File: config.mk
export PLATFORM = sky130hd
export DESIGN_NAME = fft_out_reorder_flat
export DESIGN_NICKNAME = d
export VERILOG_FILES = /design/src/rtl/fft_pkg.sv /design/src/rtl/fft_out_reorder_if.sv /design/src/rtl/fft_reorder_ram.sv /design/src/rtl/fft_out_reorder.sv /design/src/flat_wrapper.sv
export SDC_FILE = /design/constraint.sdc
export NUM_CORES = 1
export LEC_CHECK = 0
export BUFFER_PORTS_ARGS = -buffer_cell sky130_fd_sc_hd__buf_2
export CAP_MARGIN = 5
export CORE_MARGIN = 2
export CORE_UTILIZATION = 35
export CTS_BUF_LIST = sky130_fd_sc_hd__clkbuf_8
export DETAILED_ROUTE_END_ITERATION = 10
export GPL_TIMING_DRIVEN = 1
export MAX_ROUTING_LAYER = met4
export SLEW_MARGIN = 40
export SYNTH_ARGS = -nofsm -noshare
export SYNTH_HDL_FRONTEND = slang
export SYNTH_HIERARCHICAL = 1
export SYNTH_SLANG_ARGS = --single-unit
File: constraint.sdc
create_clock -name iclk -period 4.1 [get_ports iclk]
set_input_delay 0.82 -clock iclk [delete_from_list [all_inputs] [get_ports iclk]]
set_output_delay 0.82 -clock iclk [all_outputs]
set_load 0.01 [all_outputs]
File: src/rtl/fft_pkg.sv
// fft_pkg: shared FFT widths, complex sample type, bit reversal and read-FSM states
// FFT_ADDR_W : log2 of the FFT frame length (stage count)
// FFT_DATA_W : packed complex sample width {re, im}
`ifndef TOTAL_STAGE
`define TOTAL_STAGE 3
`endif
`ifndef CPLX_WIDTH
`define CPLX_WIDTH 32
`endif
package fft_pkg;
    localparam int FFT_ADDR_W = `TOTAL_STAGE;
    localparam int FFT_DATA_W = `CPLX_WIDTH;

    typedef struct packed {
        logic signed [FFT_DATA_W/2-1:0] re;
        logic signed [FFT_DATA_W/2-1:0] im;
    } cplx_t;

    typedef enum logic [1:0] {IDLE, RUN, DRAIN} rd_state_t;

    // reverse the low w bits of addr: full 32-bit reversal, then drop the unused tail
    function automatic logic [31:0] bitrev(input logic [31:0] addr, input int w);
        logic [31:0] r;
        r = {<<{addr}};
        return r >> (32 - w);
    endfunction
endpackage

File: src/rtl/fft_out_reorder_if.sv
// fft_out_reorder_if: FFT-side write stream plus valid/ready natural-order output stream
// ien/iaddr/idata         : sample from the last FFT stage, no back-pressure
// ovalid/oready           : output handshake
// oaddr/odata/olast       : natural-order bin, its sample, high on bin N-1
// ovf                     : sticky drop flag
interface fft_out_reorder_if #(
    parameter int ADDR_W = fft_pkg::FFT_ADDR_W,
    parameter int DATA_W = fft_pkg::FFT_DATA_W
);
    logic              ien;
    logic [ADDR_W-1:0] iaddr;
    logic [DATA_W-1:0] idata;
    logic              ovalid;
    logic              oready;
    logic [ADDR_W-1:0] oaddr;
    logic [DATA_W-1:0] odata;
    logic              olast;
    logic              ovf;

    modport master (output ien, iaddr, idata, oready, input ovalid, oaddr, odata, olast, ovf);
    modport slave  (input ien, iaddr, idata, oready, output ovalid, oaddr, odata, olast, ovf);
endinterface

File: src/rtl/fft_reorder_ram.sv
// fft_reorder_ram: simple dual-port RAM, depth 2*N addressed {bank, index}, registered read, no reset
// iclk          : clock
// we/waddr/wdata: write port
// re/raddr/rdata: read port, rdata valid the cycle after re
module fft_reorder_ram #(
    parameter int ADDR_W = 3,
    parameter int DATA_W = 32
) (
    input  logic              iclk,
    input  logic              we,
    input  logic [ADDR_W:0]   waddr,
    input  logic [DATA_W-1:0] wdata,
    input  logic              re,
    input  logic [ADDR_W:0]   raddr,
    output logic [DATA_W-1:0] rdata
);
    logic [DATA_W-1:0] mem [2**(ADDR_W+1)];

    always_ff @(posedge iclk) begin
        if (we) mem[waddr] <= wdata;
        if (re) rdata <= mem[raddr];
    end
endmodule

File: src/rtl/fft_out_reorder.sv
// fft_out_reorder: ping-pong capture of FFT output frames, replayed in natural order on valid/ready
// iclk : clock
// rst  : asynchronous active-high reset
// bus  : slave side of fft_out_reorder_if (write stream in, output stream and ovf out)
module fft_out_reorder import fft_pkg::*; #(
    parameter int ADDR_W  = FFT_ADDR_W,
    parameter int DATA_W  = FFT_DATA_W,
    parameter bit BIT_REV = 1'b1
) (
    input logic              iclk,
    input logic              rst,
    fft_out_reorder_if.slave bus
);
    typedef struct packed {
        logic [ADDR_W-1:0] k;
        logic [DATA_W-1:0] data;
        logic              last;
    } beat_t;

    rd_state_t         state, state_nx;
    logic              wr_bank, rd_bank, iss_bank;
    logic [1:0]        bank_full, set_mask, clr_mask;
    logic [ADDR_W-1:0] wcnt, rcnt, pend_k, wr_idx;
    logic              pend, pend_last;
    beat_t             skid [2];
    logic              wp, rp;
    logic [1:0]        cnt;
    logic [DATA_W-1:0] rdata;
    logic              wr_ok, wr_done, issue, pop, pop_last;

    assign wr_ok    = bus.ien && !bank_full[wr_bank];
    assign wr_done  = wr_ok && wcnt == '1;
    assign wr_idx   = BIT_REV ? ADDR_W'(bitrev(32'(bus.iaddr), ADDR_W)) : bus.iaddr;
    assign pop      = bus.ovalid && bus.oready;
    assign pop_last = pop && bus.olast;
    assign set_mask = wr_done ? (wr_bank ? 2'b10 : 2'b01) : 2'b00;
    assign clr_mask = pop_last ? (rd_bank ? 2'b10 : 2'b01) : 2'b00;

    // Reads run ahead into the next full bank so frames stream back to back;
    // a slot freed by this cycle's pop may be reused immediately.
    assign issue = bank_full[iss_bank] && (3'(cnt) + 3'(pend) - 3'(pop)) < 3'd2;

    assign bus.ovalid = cnt != 2'd0;
    assign bus.oaddr  = skid[rp].k;
    assign bus.odata  = skid[rp].data;
    assign bus.olast  = skid[rp].last;

    fft_reorder_ram #(.ADDR_W(ADDR_W), .DATA_W(DATA_W)) u_ram (
        .iclk  (iclk),
        .we    (wr_ok),
        .waddr ({wr_bank, wr_idx}),
        .wdata (bus.idata),
        .re    (issue),
        .raddr ({iss_bank, rcnt}),
        .rdata (rdata)
    );

    always_comb begin
        state_nx = state;
        if (issue) state_nx = rcnt == '1 ? DRAIN : RUN;
        else if (state == DRAIN && pop_last) state_nx = IDLE;
    end

    always_ff @(posedge iclk or posedge rst) begin
        if (rst) begin
            state     <= IDLE;
            wr_bank   <= 1'b0;
            rd_bank   <= 1'b0;
            iss_bank  <= 1'b0;
            bank_full <= 2'b00;
            wcnt      <= '0;
            rcnt      <= '0;
            pend      <= 1'b0;
            pend_k    <= '0;
            pend_last <= 1'b0;
            skid[0]   <= '0;
            skid[1]   <= '0;
            wp        <= 1'b0;
            rp        <= 1'b0;
            cnt       <= 2'd0;
            bus.ovf   <= 1'b0;
        end else begin
            state     <= state_nx;
            if (wr_ok) wcnt <= wcnt + 1'b1;
            if (wr_done) wr_bank <= ~wr_bank;
            if (bus.ien && bank_full[wr_bank]) bus.ovf <= 1'b1;
            bank_full <= (bank_full | set_mask) & ~clr_mask;
            if (pop_last) rd_bank <= ~rd_bank;
            if (issue) rcnt <= rcnt + 1'b1;
            if (issue && rcnt == '1) iss_bank <= ~iss_bank;
            pend      <= issue;
            pend_k    <= rcnt;
            pend_last <= rcnt == '1;
            if (pend) skid[wp] <= beat_t'{k: pend_k, data: rdata, last: pend_last};
            if (pend) wp <= ~wp;
            if (pop) rp <= ~rp;
            cnt       <= cnt + {1'b0, pend} - {1'b0, pop};
        end
    end
endmodule
File: src/flat_wrapper.sv
// flat-port wrapper written by rule: the top's interface ports become plain ports
module fft_out_reorder_flat import fft_pkg::*;
#(
    parameter int ADDR_W  = FFT_ADDR_W,
    parameter int DATA_W  = FFT_DATA_W,
    parameter bit BIT_REV = 1'b1
)
  (iclk, rst, bus_ien, bus_iaddr, bus_idata, bus_oready, bus_ovalid, bus_oaddr, bus_odata, bus_olast, bus_ovf);
  fft_out_reorder_if #(.ADDR_W(ADDR_W), .DATA_W(DATA_W)) bus_i ();
  input logic iclk;
  input logic rst;
  input wire logic [$bits(bus_i.ien)-1:0] bus_ien;
  input wire logic [$bits(bus_i.iaddr)-1:0] bus_iaddr;
  input wire logic [$bits(bus_i.idata)-1:0] bus_idata;
  input wire logic [$bits(bus_i.oready)-1:0] bus_oready;
  output wire logic [$bits(bus_i.ovalid)-1:0] bus_ovalid;
  output wire logic [$bits(bus_i.oaddr)-1:0] bus_oaddr;
  output wire logic [$bits(bus_i.odata)-1:0] bus_odata;
  output wire logic [$bits(bus_i.olast)-1:0] bus_olast;
  output wire logic [$bits(bus_i.ovf)-1:0] bus_ovf;
  assign bus_i.ien = bus_ien;
  assign bus_i.iaddr = bus_iaddr;
  assign bus_i.idata = bus_idata;
  assign bus_i.oready = bus_oready;
  assign bus_ovalid = bus_i.ovalid;
  assign bus_oaddr = bus_i.oaddr;
  assign bus_odata = bus_i.odata;
  assign bus_olast = bus_i.olast;
  assign bus_ovf = bus_i.ovf;
  fft_out_reorder #(.ADDR_W(ADDR_W), .DATA_W(DATA_W), .BIT_REV(BIT_REV)) u_core (.iclk(iclk), .rst(rst), .bus(bus_i));
endmodule
==> impl_metrics.toml <==
[floorplanning]
die_y_microns = 267
dieWidth_microns = 267
initial_core_util_pct = 35.3
num_rows = 96
dieArea_sq_mm = 0.0711
ioPinCount = 77
core_area_sq_mm = 0.0685

[timing]
fin_crit_ns = 2.94
max_freq_mhz = 340
rsz0062_at_grt = "false"
worstMarginPinSlew_ns = 0.854
hold_viol_final = 0
slew_viol_final = 0
hold-worst-slack_ns = 0.248
tns_ns = 0
slew_headroom_pct = 43.0
clock_skew_ns = 0.0477
period_share_pct = 71.8
setup_viol = 0

[clock_network]
holdBufCountCts = 0
cts_tree = "yes"
cts_resized = 0
cts_buffers = 101
clkSlewWorstSetupHoldPaths_ns = 0.06
post_cts_buffers = 0
root_buffer = "clkbuf_8"
htree_levels = 3
clockBufferDepth = 3
clock_latency_ns = 0.71
clock_sinks = 637

[grt]
grt_util_all_layers_pct = 15.4
grt_pass1_vias = 12187
grt_max_degree = 77
gr-total-overflow = 0
grt_pass1_wl_microns = 78200
antenna_found_initial = 6

[logic_synthesis]
synth_warnings = 6
ys_types = 34
yosysTopAreaCell = "edfxtp_1"
synth-seq-area-share_pct = 77.3
synth_cells = 1095
syn_area_sq_mm = 0.0242
synth.avg_cell_area_sq_um = 22.1
netlist.area_leader.share_pct = 67.6
ys_top_cells_by_area = "edfxtp_1, mux4_2, dfrtp_1"
ys_ff_latch = 637
synth_nets = 1141

[worst_setup_path]
arrival_ns = 2.12
crit_path_max_fanout = 37
crit_path_start_kind = "flop"
worstSetupPathType = "reg -> out"
endpoint_kind = "output pin"
rrSetupSlack_ns = 1.20
cp.required_ns = 3.28

[pwr]
power.share.clock_pct = 26.5
p_leak_uw = 0.00953
ir_drop_v = 0.000484
pwr-share-seq_pct = 46.0
power_density_mw_per_mm2 = 679
p_sw_uw = 5740
p_sw_share_pct = 30.3
comb_power_share_pct = 27.5
intPower_uw = 13200

[hold_path]
hold_path_class = "in -> async"

[routing]
drt-pass1-iter-count = 5
drc = 0
ant_nets = 0
drt-vias-per-instance = 5.13
avgRoutedWirePerCell_microns = 23.4
drt_iter0_markers = 969
vias = 11448
wl_microns = 52300

[placed_design]
dpl.hpwl_microns = 30600
gp_congestion = 0.753
port-buffer-count = 76

[status]
status = "completed"

[finish]
drive_gt1_share_pct = 37.5
fin_nets = 1311
fillers = 6013
area_growth_pct = 15.6

[run]
maxCapViolations = 0
==> per-layer routing <==
| metal | vias up | GRT usage [%] | wire length (microns) |
|---|---|---|---|
| met4 | 0 | 4.59 | 939 |
| li1 | 4878 | - | - |
| met5 | - | - | 0 |
| met3 | 82 | 3.59 | 3040 |
| met2 | 340 | 24.0 | 25300 |
| met1 | 6148 | 20.3 | 23000 |
==> per-stage QoR <==
| stage | area, sq um | power, uW | utilization (%) | setup slack, ns | std cells |
|---|---|---|---|---|---|
| after floorplan | 24200 | 12100 | - | 0.255 | 1095 |
| after global placement | 25900 | 13900 | 37.8 | 0.908 | 2038 |
| after detailed placement | 26000 | 14200 | 38.0 | 0.907 | 2044 |
| after CTS | 27900 | 19200 | 40.8 | 1.07 | 2227 |
| after global routing | 27900 | 19900 | 40.8 | 1.01 | 2231 |
| final | 27900 | 19000 | 40.8 | 1.16 | 2232 |
==> power by group through the flow <==
stage / clock, uW / sequential [uW] / combinational, uW
floorplan: 0 / 8400 / 3740
global placement: 0 / 8820 / 5090
detailed placement: 0 / 8880 / 5270
CTS: 5180 / 8750 / 5290
global route: 5450 / 8850 / 5630
finish: 5020 / 8730 / 5220
==> final timing paths <==
kind                                            startpoint  cells after the start                          end
setup / recovery                     u_core/rp$_DFFE_PP0P_                      2                bus_odata[17]
hold / removal                                         rst                      2  u_core/skid[41]$_DFFE_PP0P_
setup reg to reg                   u_core/cnt[1]$_DFF_PP0_                      9   u_core/rcnt[1]$_DFFE_PP0P_
hold reg to reg            u_core/u_ram/rdata[5]$_DFFE_PP_                      1   u_core/skid[6]$_DFFE_PP0P_
max in group asynchronous                              rst                      3  u_core/skid[25]$_DFFE_PP0P_
min in group iclk                                  bus_ien                      3   u_core/bus.ovf$_DFFE_PP0P_
==> kinds of logic (layout without fill, tap and decap cells) <==
| logic type | count (synthesis) | count (layout) | share of synthesized area, % |
|---|---|---|---|
| flops | 637 | 637 | 77.3 |
| mux | 242 | 242 | 17.2 |
| compound gates | 69 | 69 | 2.13 |
| simple gates | 69 | 69 | 1.33 |
| buf+inv | 63 | 313 | 1.38 |
| xor+xnor | 8 | 8 | 0.290 |
| fa+ha+maj | 7 | 7 | 0.394 |
| other cells | 0 | 5 | 0 |
==> flip-flops by register name (all words and copies together) (netlist names), 2 cells and up <==
name	cells
u_core/rcnt	3
u_core/pend_k	3
u_core/skid	72
u_core/u_ram/mem	512
u_core/cnt	2
u_core/u_ram/rdata	32
u_core/wcnt	3
u_core/bank_full	2
==> layout by cell type, fill, tap and decap left out, drive strengths merged <==
master and instances:
bufinv 4, a21oi 1, nand2 37, clkinvlp 1, o21bai 1, nand2b 2
clkinv 20, or3b 1, o32a 1, nor3 5, a22oi 64, xor2 4
nor4b 1, fa 1, mux4 128, nor2 15, diode 5, ha 6
nand3b 2, mux2 111, and2 1, nand3 2, o21ai 1, mux2i 3
nor2b 3, dfrtp 93, buf 121, clkbuf 103, inv 64, edfxtp 544
xnor2 4, a31oi 1
==> Yosys cell counts <==
| master | n |
|---|---|
| clkbuf_1 | 17 |
| a21oi_1 | 1 |
| inv_1 | 9 |
| nand3b_1 | 2 |
| buf_4 | 12 |
| mux4_2 | 128 |
| o21ai_0 | 1 |
| buf_2 | 11 |
| nand3_1 | 2 |
| o32a_1 | 1 |
| nor2_1 | 15 |
| a22oi_1 | 64 |
| mux2_1 | 2 |
| edfxtp_1 | 544 |
| dfrtp_1 | 93 |
| nor3_4 | 1 |
| mux2i_1 | 3 |
| xor2_1 | 4 |
| nor3_1 | 4 |
| nand2_1 | 36 |
| or3b_2 | 1 |
| o21bai_1 | 1 |
| a31oi_1 | 1 |
| nand2_2 | 1 |
| nand2b_1 | 2 |
| fa_1 | 1 |
| nor2b_1 | 3 |
| nor4b_2 | 1 |
| mux2_2 | 109 |
| xnor2_1 | 4 |
| and2_1 | 1 |
| ha_1 | 6 |
| buf_6 | 5 |
| buf_1 | 9 |
==> worst max-delay path, stage by stage, from the launching register on <==
cell and delay [ns]:
dfrtp_4 0.81, mux2_2 0.44, buf_2 0.15
==> cell type report <==
cell class                      count  area [sq um]  share of cell area [%]
Timing Repair Buffer              121           901                    3.22
Sequential cell                   637         18700                    66.9
Inverter                            9          38.8                   0.139
Clock buffer                      103          1420                    5.07
Multi-Input combinational cell    395          5320                    19.0
Clock inverter                     80           472                    1.69
Antenna cell                        5          12.5                  0.0448
Tap cell                          882          1100                    3.95
No activity file was read; power rests on OpenSTA's default activity.
